$ cat src/rtl/operand2_decode_stage.sv
// Operand2 decode stage: turns an ARM data-processing operand2 field into barrel-shifter
// operands (data, op, 5-bit amount) plus the shifter carry-out, registered for EX.
module operand2_decode_stage #(
    parameter int DATA_W  = 32,
    parameter int RS_BYTE = 8
) (
    input  logic              clk,
    input  logic              rst_n,
    input  logic              flush,
    input  logic              in_valid,
    output logic              in_ready,
    input  logic [31:0]       in_instr,
    input  logic [DATA_W-1:0] in_rm_data,
    input  logic              in_carry,
    output logic              rs_rd_en,
    output logic [3:0]        rs_rd_addr,
    input  logic [DATA_W-1:0] rs_rd_data,
    output logic              out_valid,
    input  logic              out_ready,
    output logic [DATA_W-1:0] shift_in,
    output logic [1:0]        shift_op,
    output logic [4:0]        shift_amt,
    output logic              out_carry
);

    localparam logic [1:0] OP_LSL = 2'b00;
    localparam logic [1:0] OP_LSR = 2'b01;
    localparam logic [1:0] OP_ASR = 2'b10;
    localparam logic [1:0] OP_ROR = 2'b11;

    typedef enum logic [1:0] {IDLE, RS_WAIT, FULL} state_t;

    typedef struct packed {
        logic [DATA_W-1:0] data;
        logic [1:0]        op;
        logic [4:0]        amt;
        logic              carry;
    } shift_t;

    state_t            state, state_nxt;
    logic              accept;
    logic              is_reg_in;
    logic              load_in;
    logic              load_rs;
    logic [1:0]        typ_p0;
    logic [DATA_W-1:0] rm_p0;
    logic              carry_p0;
    shift_t            dec_in;
    shift_t            dec_rs;
    logic              unused_bits;

    // Rotated immediate and immediate-specified shifts; #0 encodings map to #32 / RRX.
    function automatic shift_t decode_imm(input logic [31:0] instr,
                                          input logic [DATA_W-1:0] rm,
                                          input logic cin);
        shift_t      r;
        logic [4:0]  n;
        logic [31:0] imm;
        logic [63:0] dbl;
        n       = instr[11:7];
        imm     = {24'b0, instr[7:0]};
        r.data  = rm;
        r.op    = instr[6:5];
        r.amt   = n;
        r.carry = cin;
        if (instr[25]) begin
            r.data  = imm;
            r.op    = OP_ROR;
            r.amt   = {instr[11:8], 1'b0};
            dbl     = {imm, imm} >> r.amt;
            r.carry = (instr[11:8] == 4'd0) ? cin : dbl[31];
        end else begin
            case (instr[6:5])
                OP_LSL: r.carry = (n == 5'd0) ? cin : rm[5'd0 - n];
                OP_LSR: begin
                    if (n == 5'd0) begin
                        r.data  = '0;
                        r.carry = rm[31];
                    end else begin
                        r.carry = rm[n - 5'd1];
                    end
                end
                OP_ASR: begin
                    if (n == 5'd0) begin
                        r.amt   = 5'd31;
                        r.carry = rm[31];
                    end else begin
                        r.carry = rm[n - 5'd1];
                    end
                end
                default: begin
                    if (n == 5'd0) begin
                        r.data  = {cin, rm[31:1]};
                        r.op    = OP_LSL;
                        r.amt   = 5'd0;
                        r.carry = rm[0];
                    end else begin
                        r.carry = rm[n - 5'd1];
                    end
                end
            endcase
        end
        return r;
    endfunction

    // Register-specified shifts: amounts of 32 and above saturate to what the shifter can express.
    function automatic shift_t decode_reg(input logic [1:0] typ,
                                          input logic [DATA_W-1:0] rm,
                                          input logic cin,
                                          input logic [RS_BYTE-1:0] n);
        shift_t     r;
        logic [4:0] k;
        logic       eq32;
        logic       big;
        k       = n[4:0];
        eq32    = (n == RS_BYTE'(32));
        big     = (n > RS_BYTE'(32));
        r.data  = rm;
        r.op    = typ;
        r.amt   = k;
        r.carry = cin;
        if (n == '0) begin
            r.op  = OP_LSL;
            r.amt = 5'd0;
        end else begin
            case (typ)
                OP_LSL, OP_LSR: begin
                    if (eq32 || big) begin
                        r.data  = '0;
                        r.amt   = 5'd0;
                        r.carry = big ? 1'b0 : ((typ == OP_LSL) ? rm[0] : rm[31]);
                    end else begin
                        r.carry = (typ == OP_LSL) ? rm[5'd0 - k] : rm[k - 5'd1];
                    end
                end
                OP_ASR: begin
                    if (eq32 || big) begin
                        r.amt   = 5'd31;
                        r.carry = rm[31];
                    end else begin
                        r.carry = rm[k - 5'd1];
                    end
                end
                default: r.carry = (k == 5'd0) ? rm[31] : rm[k - 5'd1];
            endcase
        end
        return r;
    endfunction

    assign is_reg_in   = !in_instr[25] && in_instr[4];
    assign accept      = in_valid && in_ready;
    assign load_in     = accept && !is_reg_in;
    assign load_rs     = (state == RS_WAIT) && !flush;
    assign rs_rd_addr  = in_instr[11:8];
    assign out_valid   = (state == FULL);
    assign dec_in      = decode_imm(in_instr, in_rm_data, in_carry);
    assign dec_rs      = decode_reg(typ_p0, rm_p0, carry_p0, rs_rd_data[RS_BYTE-1:0]);
    assign unused_bits = ^{in_instr[31:26], in_instr[24:12], rs_rd_data[DATA_W-1:RS_BYTE]};

    always_comb begin
        state_nxt = state;
        in_ready  = 1'b0;
        rs_rd_en  = 1'b0;
        in_ready  = !flush && ((state == IDLE) || ((state == FULL) && out_ready));
        rs_rd_en  = rst_n && in_valid && in_ready && is_reg_in;
        case (state)
            IDLE:    if (accept) state_nxt = is_reg_in ? RS_WAIT : FULL;
            RS_WAIT: state_nxt = FULL;
            FULL: begin
                if (out_ready) begin
                    if (accept) state_nxt = is_reg_in ? RS_WAIT : FULL;
                    else        state_nxt = IDLE;
                end
            end
            default: state_nxt = IDLE;
        endcase
        if (flush) state_nxt = IDLE;
    end

    // p0: operands held while the shared register-file port returns Rs
    always_ff @(posedge clk) begin
        if (accept && is_reg_in) begin
            typ_p0   <= in_instr[6:5];
            rm_p0    <= in_rm_data;
            carry_p0 <= in_carry;
        end
    end

    // Output stage: the registers feeding the barrel shifter
    always_ff @(posedge clk or negedge rst_n) begin
        if (!rst_n) begin
            state     <= IDLE;
            shift_in  <= '0;
            shift_op  <= 2'b00;
            shift_amt <= 5'd0;
            out_carry <= 1'b0;
        end else begin
            state <= state_nxt;
            if (load_in) begin
                {shift_in, shift_op, shift_amt, out_carry} <= dec_in;
            end else if (load_rs) begin
                {shift_in, shift_op, shift_amt, out_carry} <= dec_rs;
            end
        end
    end

endmodule

$ cat config.mk
export PLATFORM = sky130hd
export DESIGN_NAME = operand2_decode_stage
export DESIGN_NICKNAME = d
export VERILOG_FILES = /design/src/rtl/operand2_decode_stage.sv
export SDC_FILE = /design/constraint.sdc
export NUM_CORES = 1
export LEC_CHECK = 0
export ABC_AREA = 1
export CORE_AREA = 8 8 82 157
export DETAILED_ROUTE_END_ITERATION = 16
export DIE_AREA = 0 0 90 165
export GPL_ROUTABILITY_DRIVEN = 1
export PLACE_DENSITY = 0.83
export SYNTH_ARGS = -nofsm -noshare
export SYNTH_HDL_FRONTEND = slang
export SYNTH_SLANG_ARGS = --single-unit
$ cat constraint.sdc
create_clock -name clk -period 5.2 [get_ports clk]
set_input_delay 1.04 -clock clk [delete_from_list [all_inputs] [get_ports clk]]
set_output_delay 1.04 -clock clk [all_outputs]
set_load 0.03 [all_outputs]
==> metrics <==
outcome finished, final reports clean; routability cong. 1.04; CTS buffer count 9; first-pass GRT wire length 28,700 um; Layout Utilization 61.2%; H-tree Lvls 3; antenna viol nets, final 0; # port buffers roughly 110; kind of end point of the critical path flop; clk sinks 77; final WL 18,200 um; setup TNS 0 ns; FP Rows 54; Syn-to-layout area delta 25.5%; Max IR drop VDD 177 uV; Final Hold Slack 0.480 ns; predominant post-synthesis flop cell dfrtp_1; Worst-Skew Late Latency approximately 0.34 ns; final setup fails 0; worst-case clock buffer depth 2; pins over their slew limit 0; Hold Fails Final Rpt 0; Worst Clk Skew 0.00923 ns; final antenna diode count 0; Relative slew margins 50.3%; Post-CTS Repair Setup Buffers 0; synth unique cells 39; Synth Instances 719; Max Clk Rate approximately 0.24 GHz; total power 1.95 mW; via count roughly 5,700; Crit Path Max Fanout 25; Initial Util 48.8%; die area 0.0149 mm^2; clock transition at the registers of the reported paths 0.06 ns; Seq/Total Area, Yosys between 30% and 40%; CP startpoint kind input pin; fin area approximately 0.0066 mm^2; DR pass1 iterations 7; CP required 5.44 ns; Multi-input gate area 0.00273 mm^2; Clk Tree Root Cell clkbuf_16; fin crit share 79.1%; Post-synth EDFFs 35; IO Count 149; Yosys warnings 0; Worst Hold Class flop to flop; fillers between 900 and 1,000; initial antenna violation count 0; Core Box Area 0.0108 mm^2; 1st-iter DRT viols 687; DP Area 0.00635 mm^2; largest net degree at the start of global routing between 60 and 70; CTS-repair resized insts 0; Die Span X 90 um; Final min period 4.12 ns; GRT Resource Usage Total roughly a quarter; drt wl/cell about 19 um; Mapped Nets roughly 830; Synth Area per Inst 7.33 um^2; # hold bufs at CTS 0; post-DP HPWL roughly 13,000 um; ys async rst share 54.5%; CP Class input pin to flop; flip-flop and latch area roughly 0.0021 mm^2; PwrDens 294 mW/mm^2; vias in the first global route 5,533; worst slew pin tran 0.744 ns; Worst Path Arrival 4.35 ns; max-cap violation count 0; Mapped Area 0.00527 mm^2; global route overflow 0; register bit total from synthesis 77; RSZ-0062 raised after global routing false; Post-route DRC 0; TritonCTS clock tree done; vias per cell 6.06; Leakage 2.77 nW; Die Y 165 um; fin nets 910; layout cell share with drive strength beyond 1 under 10%
==> area by class of cell <==
class | instances | area share (%)
clock inverter | 7 | 0.624
tap | 140 | 2.65
inverter | 64 | 3.63
clock buffer | 9 | 3.40
multi-input combinational | 533 | 41.2
timing repair buffer | 113 | 16.7
sequential | 77 | 31.8
==> worst paths after layout <==
path / from / end / slack [ns] / cells after the start
max: in_instr[8] / shift_in[4]$_DFFE_PN0P_ / 1.08 / 13
min: shift_amt[4]$_DFFE_PN0P_ / shift_amt[4]$_DFFE_PN0P_ / 0.48 / 2
max reg2reg: state[0]$_DFFE_PN0P_ / shift_in[4]$_DFFE_PN0P_ / 2.62 / 9
min reg2reg: shift_amt[4]$_DFFE_PN0P_ / shift_amt[4]$_DFFE_PN0P_ / 0.48 / 2
max in group asynchronous: rst_n / out_carry$_DFFE_PN0P_ / 3.94 / 2
min in group asynchronous: rst_n / shift_in[13]$_DFFE_PN0P_ / 0.87 / 2
==> cells in the mapped netlist (6+ instances only) <==
master    number  area, um^2
a21oi_1       50         250
a22oi_1       23         173
buf_2         11        55.1
buf_4          6        45.0
clkbuf_1      26        97.6
dfrtp_1       42        1050
edfxtp_1      35        1050
ha_1          10         125
inv_1         58         218
nand2_1      169         634
nand3_1      104         521
nor2_1        28         105
o211ai_1      16         120
o21ai_0       76         380
o21ai_1       19        95.1
==> registers in the layout (all words and copies together) (netlist names) <==
signal / cells
shift_in: 32
typ_p0: 2
shift_amt: 5
carry_p0: 1
out_carry: 1
shift_op: 2
rm_p0: 32
state: 2
==> metal layers <==
layer	vias up	track usage [%]	share of wire (%)
li1	2653	-	-
met1	2633	25.7	35
met2	360	44.4	54
met3	72	3.64	7.2
met4	0	13.7	4.5
met5	-	0	0
==> power breakdown <==
part | leakage [nW] | switching [mW] | internal [mW]
registers | 0.850 | 0.0402 | 0.703
logic | 1.79 | 0.387 | 0.242
clock network | 0.133 | 0.254 | 0.320
total | 2.77 | 0.681 | 1.26
==> worst max-delay path: stages <==
cell and delay [ns]:
clkdlybuf4s50_1 0.57, inv_1 0.15, ha_1 0.25, nand3_1 0.15, inv_1 0.06, ha_1 0.33, clkinv_1 0.25, nand2_1 0.08
nand2_1 0.22, inv_1 0.16, a21oi_4 0.63, a22oi_1 0.21, o221ai_1 0.23
==> layout by cell type, fill, tap and decap left out, drive strengths merged, types with 4 or more instances in the layout <==
cell,count
dfrtp,42
ha,10
o21ai,95
a21oi,52
nand2,170
o211ai,16
nand3,104
a31oi,4
clkdlybuf4s50,104
clkinv,8
nor2,30
inv,62
buf,9
edfxtp,35
clkbuf,9
o311ai,4
o22ai,5
a22oi,23
==> logic make-up after synthesis <==
kind of cell / count (synthesis) / share of synthesized area [%]
AND/OR/NAND/NOR: 312 / 25.5
XOR/XNOR: 4 / 0.807
adder cells (fa/ha/maj): 10 / 2.37
flip-flops: 77 / 39.9
AO/OA/AOI/OAI: 207 / 22.8
buffers and inverters: 109 / 8.59
==> stage by stage <==
step	setup WS, ns	std cells
after floorplan	1.71	719
after global placement	0.894	927
after detailed placement	0.784	927
after CTS	1.11	943
after global routing	0.867	943
final	1.08	943
Power figures use the tool's default switching activity.
==> variant 1: new RTL, same settings <==
Reset style: synchronous (`rst_n`), changed in one clocked block.
--- a/src/rtl/operand2_decode_stage.sv
+++ b/src/rtl/operand2_decode_stage.sv
@@ -188,5 +188,5 @@
 
     // Output stage: the registers feeding the barrel shifter
-    always_ff @(posedge clk or negedge rst_n) begin
+    always_ff @(posedge clk) begin
         if (!rst_n) begin
             state     <= IDLE;
Function: differs if rst_n is asserted again (counterexample within 4 cycles, from zero or initial values and one cycle with rst_n low); with rst_n held inactive, the same outputs for 4 cycles.
==> variant 1 against the original RTL <==
Count of clock-buffer cells in the layout did not move. Worst setup slack worse by 0.12 ns. Final area is 0.25% higher. Wire length about the same. Power down 9.9%. Sequential share of layout area decreased by 3.2 points. Maximum frequency down 2.9%. Synthesized area rose by 0.81%. Via count is 2.6% higher. Critical path depth fell by 8. Sequential cell count did not move. Critical path type is now primary input to output port.
==> variant 1: results (changes against the original RTL) <==
Synth
  • Synth area leaders: sky130_fd_sc_hd__edfxtp_1 (20%), sky130_fd_sc_hd__dfxtp_1 (16%), sky130_fd_sc_hd__nand2_1 (12%), sky130_fd_sc_hd__nand3_1 (10%), sky130_fd_sc_hd__o21ai_0 (9.6%) (was sky130_fd_sc_hd__dfrtp_1 (20%), sky130_fd_sc_hd__edfxtp_1 (20%), sky130_fd_sc_hd__nand2_1 (12%), sky130_fd_sc_hd__nand3_1 (9.9%), sky130_fd_sc_hd__o21ai_0 (7.2%))
  • Number of instances in the synthesized netlist: 772 (was 719)
  • Most common library cells after synthesis: sky130_fd_sc_hd__nand2_1 (175), sky130_fd_sc_hd__nand3_1 (106), sky130_fd_sc_hd__o21ai_0 (102) (was sky130_fd_sc_hd__nand2_1 (169), sky130_fd_sc_hd__nand3_1 (104), sky130_fd_sc_hd__o21ai_0 (76))
  • Fraction of the yosys area taken by sequential cells: 0.356 (was 0.399)
  • Share of synthesized registers carrying an async set or reset: 0 (was 0.545)
  • Syn_nets: 884 (was 831)

Pwr
  • Internal: 1.20 mW (was 1.26 mW)
  • Static Leak: 2.70 nW (was 2.77 nW)

Global route
  • Wire length of the first global-routing pass: 28,800 um (was 28,700 um)
  • Maximum number of pins on one net before global-route repair: 56 (was 63)
  • Met1 usage in global routing: 0.255 (was 0.257)
  • Overall routing resource usage: 0.241 (about the same)
  • Met3 Usage GRT: 0.0378 (was 0.0364)
  • Via count of the first global-routing pass: 5,697 (was 5,533)
  • Met2 track demand over resource in global routing: 0.431 (was 0.444)

Setup path
  • CP max FO: 11 (was 25)
  • Critical path data arrival time: 3.20 ns (was 4.35 ns)

Placement
  • Area post-placement: 6330 um^2 (was 6350 um^2)
  • Routability cong.: 0.957 (was 1.04)
  • Inst Count DP: 975 (was 927)
  • HPWL after detailed placement: 13,300 um (was 13,500 um)
  • Worst setup timing slack at the placement stage: 0.890 ns (was 0.784 ns)

Route
  • Count of TritonRoute iterations in the first routing pass: 5 (was 7)
  • Iteration-0 DRC count of the detailed router: 611 (was 687)
  • Total via count in the routed design: 5,869 (was 5,718)

Outcome
  • Status: finished, final reports clean (unchanged)

Timing
  • Worst-case clock skew: 0.00498 ns (was 0.00923 ns)
  • Relative slew slack: 0.259 (was 0.503)

Final layout
  • Fraction of layout cells with a size suffix above 1: 0.0411 (was 0.0461)
  • Number of fillers in the final layout: 1,014 (was 984)
  • Total Nets Final: 958 (was 910)
variant 1: cell types whose count changed in the layout (fill, tap and decap cells not counted), sizes merged, moves of 6 or more:
cell / change
dfxtp: +42
o21ai: +10
dfrtp: -42
nand2: +6
nor2: -7
a22oi: -22
a21oi: +50
inv: +11
variant 1: layout make-up:
class | count | share of cell area
multi-input cells | 572 | 0.434
repair buffers | 113 | 0.168
flip-flops and latches | 77 | 0.285
well taps | 140 | 0.0264
clock inverters | 7 | 0.0111
clock buffers | 9 | 0.0340
inverters | 73 | 0.0421
variant 1: routing by layer:
metal | part of all wire | up-vias
met1 | 0.36 | 2718
met5 | 0 | -
met3 | 0.065 | 64
met2 | 0.53 | 288
li1 | - | 2799
met4 | 0.051 | 0
variant 1: critical path, cell delays in order:
cell and delay (ns):
sky130_fd_sc_hd__clkdlybuf4s50_1 0.63, sky130_fd_sc_hd__nor2_1 0.45, sky130_fd_sc_hd__inv_1 0.17, sky130_fd_sc_hd__nor3_1 0.21, sky130_fd_sc_hd__clkdlybuf4s50_1 0.70
variant 1: path summary, 6_finish.rpt:
path,from,to,slack [ns],depth (start not counted)
hold / removal,shift_in[9],shift_in[9],0.52,2
setup reg to reg,state[1],shift_amt[4],2.77,10
hold reg to reg,shift_in[9],shift_in[9],0.52,2
setup / recovery,in_instr[25],rs_rd_en,0.96,5
variant 1: cells by family after synthesis:
group	count (synthesis)	share of synthesized area
AO/OA/AOI/OAI	240	0.248
AND/OR/NAND/NOR	317	0.260
flip-flops	77	0.356
XOR/XNOR	5	0.00824
adder cells (fa/ha/maj)	10	0.0235
buffers and inverters	123	0.104
variant 1: power groups by stage:
| stage | clock network [mW] | logic, mW | registers, mW |
|---|---|---|---|
| finish | 0.635 | 0.439 | 0.679 |
| global route | 0.661 | 0.478 | 0.681 |
| CTS | 0.637 | 0.435 | 0.679 |
| detailed placement | 0 | 0.432 | 0.691 |
| global placement | 0 | 0.430 | 0.691 |
| floorplan | 0 | 0.227 | 0.730 |
==> variant 2: new RTL, same flow settings <==
Without the edit above. Re-encode `state_t` (3 states) as one-hot, 3 bits wide.
--- a/src/rtl/operand2_decode_stage.sv
+++ b/src/rtl/operand2_decode_stage.sv
@@ -29,5 +29,5 @@
     localparam logic [1:0] OP_ROR = 2'b11;
 
-    typedef enum logic [1:0] {IDLE, RS_WAIT, FULL} state_t;
+    typedef enum logic [2:0] {IDLE = 3'b001, RS_WAIT = 3'b010, FULL = 3'b100} state_t;
 
     typedef struct packed {
Formal check against the unedited RTL: no difference found for any inputs over 4 cycles, from zero or initial values and one cycle with rst_n low; so few cycles prove little.
==> variant 2 against the original RTL <==
Sequential cell count grew 1. Wire length grew 1.3%. First-iteration DRC count shrank 10%. Critical path depth fell by 7. Register-to-register slack lost 0.29 ns. Via count rose by 4.5%. Power rose by 22%. Final area up 4.9%. Synthesized area increased by 5.8%. Combinational power is 46% higher. Worst setup slack worse by 0.082 ns. Clock skew down 0.00096 ns. Largest power group is now combinational logic. Highest routed layer unchanged.
==> variant 2: results (changes against the original RTL) <==
Outcome
  • Status: finished, final reports clean (unchanged)

Final layout
  • Sequential fraction of total cell area: 0.307 (was 0.318)
  • Clock-cell share of area: 0.0420 (was 0.0403)
  • Fraction of layout cells with a size suffix above 1: 0.0484 (was 0.0461)
  • Reg area: 2130 um^2 (was 2100 um^2)
  • Data buffer area share: 0.162 (was 0.167)
  • Number of fillers in the final layout: 972 (was 984)
  • Multi-input gate share of the layout cell area: 0.416 (was 0.412)
  • CLK BUF: 10 (was 9)
  • Number of multi-input combinational cells: 569 (was 533)
  • Total Nets Final: 975 (was 910)

Route
  • Total via count in the routed design: 5,976 (was 5,718)
  • Routed Wire Length: 18,400 um (was 18,200 um)
  • Iteration-0 DRC count of the detailed router: 617 (was 687)

Pwr
  • Internal: 1.50 mW (was 1.26 mW)
  • Worst supply voltage drop on vdd: 302 uV (was 177 uV)

Setup path
  • Cells on worst reg2reg path: 10 (was 9)
  • Critical path's slowest cell: sky130_fd_sc_hd__clkdlybuf4s50_1 (was sky130_fd_sc_hd__a21oi_4)
  • Biggest cell delay along the critical path: 0.72 ns (was 0.63 ns)
  • Launch point of the worst reg-to-reg path: state[0] (unchanged)
  • Critical path data arrival time: 3.16 ns (was 4.35 ns)

Hold path
  • Min-Delay Startpoint: shift_in[6] (was shift_amt[4])
  • Terminating pin of the worst hold path: shift_in[6] (was shift_amt[4])

Synth
  • Most common library cells after synthesis: sky130_fd_sc_hd__nand2_1 (208), sky130_fd_sc_hd__nand3_1 (158), sky130_fd_sc_hd__inv_1 (83) (was sky130_fd_sc_hd__nand2_1 (169), sky130_fd_sc_hd__nand3_1 (104), sky130_fd_sc_hd__o21ai_0 (76))
  • Post-Synth XOR/XNOR Area: 0.00942 (was 0.00807)
  • Compound-Gate Fraction of Synth Area: 0.153 (was 0.228)
  • Syn_nets: 896 (was 831)
  • Share of synthesized registers carrying an async set or reset: 0.551 (was 0.545)
  • Syn_area_per_cell: 7.11 um^2 (was 7.33 um^2)
  • Fraction of the yosys area taken by sequential cells: 0.382 (was 0.399)

Global route
  • Overall routing resource usage: 0.246 (was 0.241)
  • Via count of the first global-routing pass: 5,829 (was 5,533)
  • Maximum number of pins on one net before global-route repair: 44 (was 63)
  • Wire length of the first global-routing pass: 29,400 um (was 28,700 um)

Timing
  • Period Utilization, post-route: 0.807 (was 0.791)
  • Worst-case clock skew: 0.00827 ns (was 0.00923 ns)
  • Worst hold margin: 0.481 ns (was 0.480 ns)

Placement
  • Routability cong.: 0.952 (was 1.04)
  • Worst setup timing slack at the placement stage: 0.737 ns (was 0.784 ns)
variant 2: power groups by stage:
stage / combinational (mW) / clock, mW / sequential (mW)
floorplan: 0.308 / 0 / 1.06
global placement: 0.909 / 0 / 0.841
detailed placement: 0.915 / 0 / 0.846
CTS: 0.920 / 0.630 / 0.835
global route: 0.988 / 0.651 / 0.850
finish: 0.917 / 0.624 / 0.834
variant 2: cells by family (layout without fill, tap and decap cells):
| family | count (synthesis) | count (layout) |
|---|---|---|
| compound gates | 132 | 132 |
| xor+xnor | 6 | 6 |
| fa+ha+maj | 10 | 10 |
| buf+inv | 137 | 221 |
| flops | 78 | 78 |
| simple gates | 421 | 421 |
variant 2: layer usage:
metal | vias up | wire length, um | track usage | part of all wire
met2 | 359 | 9410 | 0.430 | 0.51
met5 | - | 0 | 0 | 0
met3 | 76 | 1490 | 0.0492 | 0.081
met1 | 2721 | 6410 | 0.264 | 0.35
met4 | 0 | 1090 | 0.170 | 0.059
li1 | 2820 | - | - | -
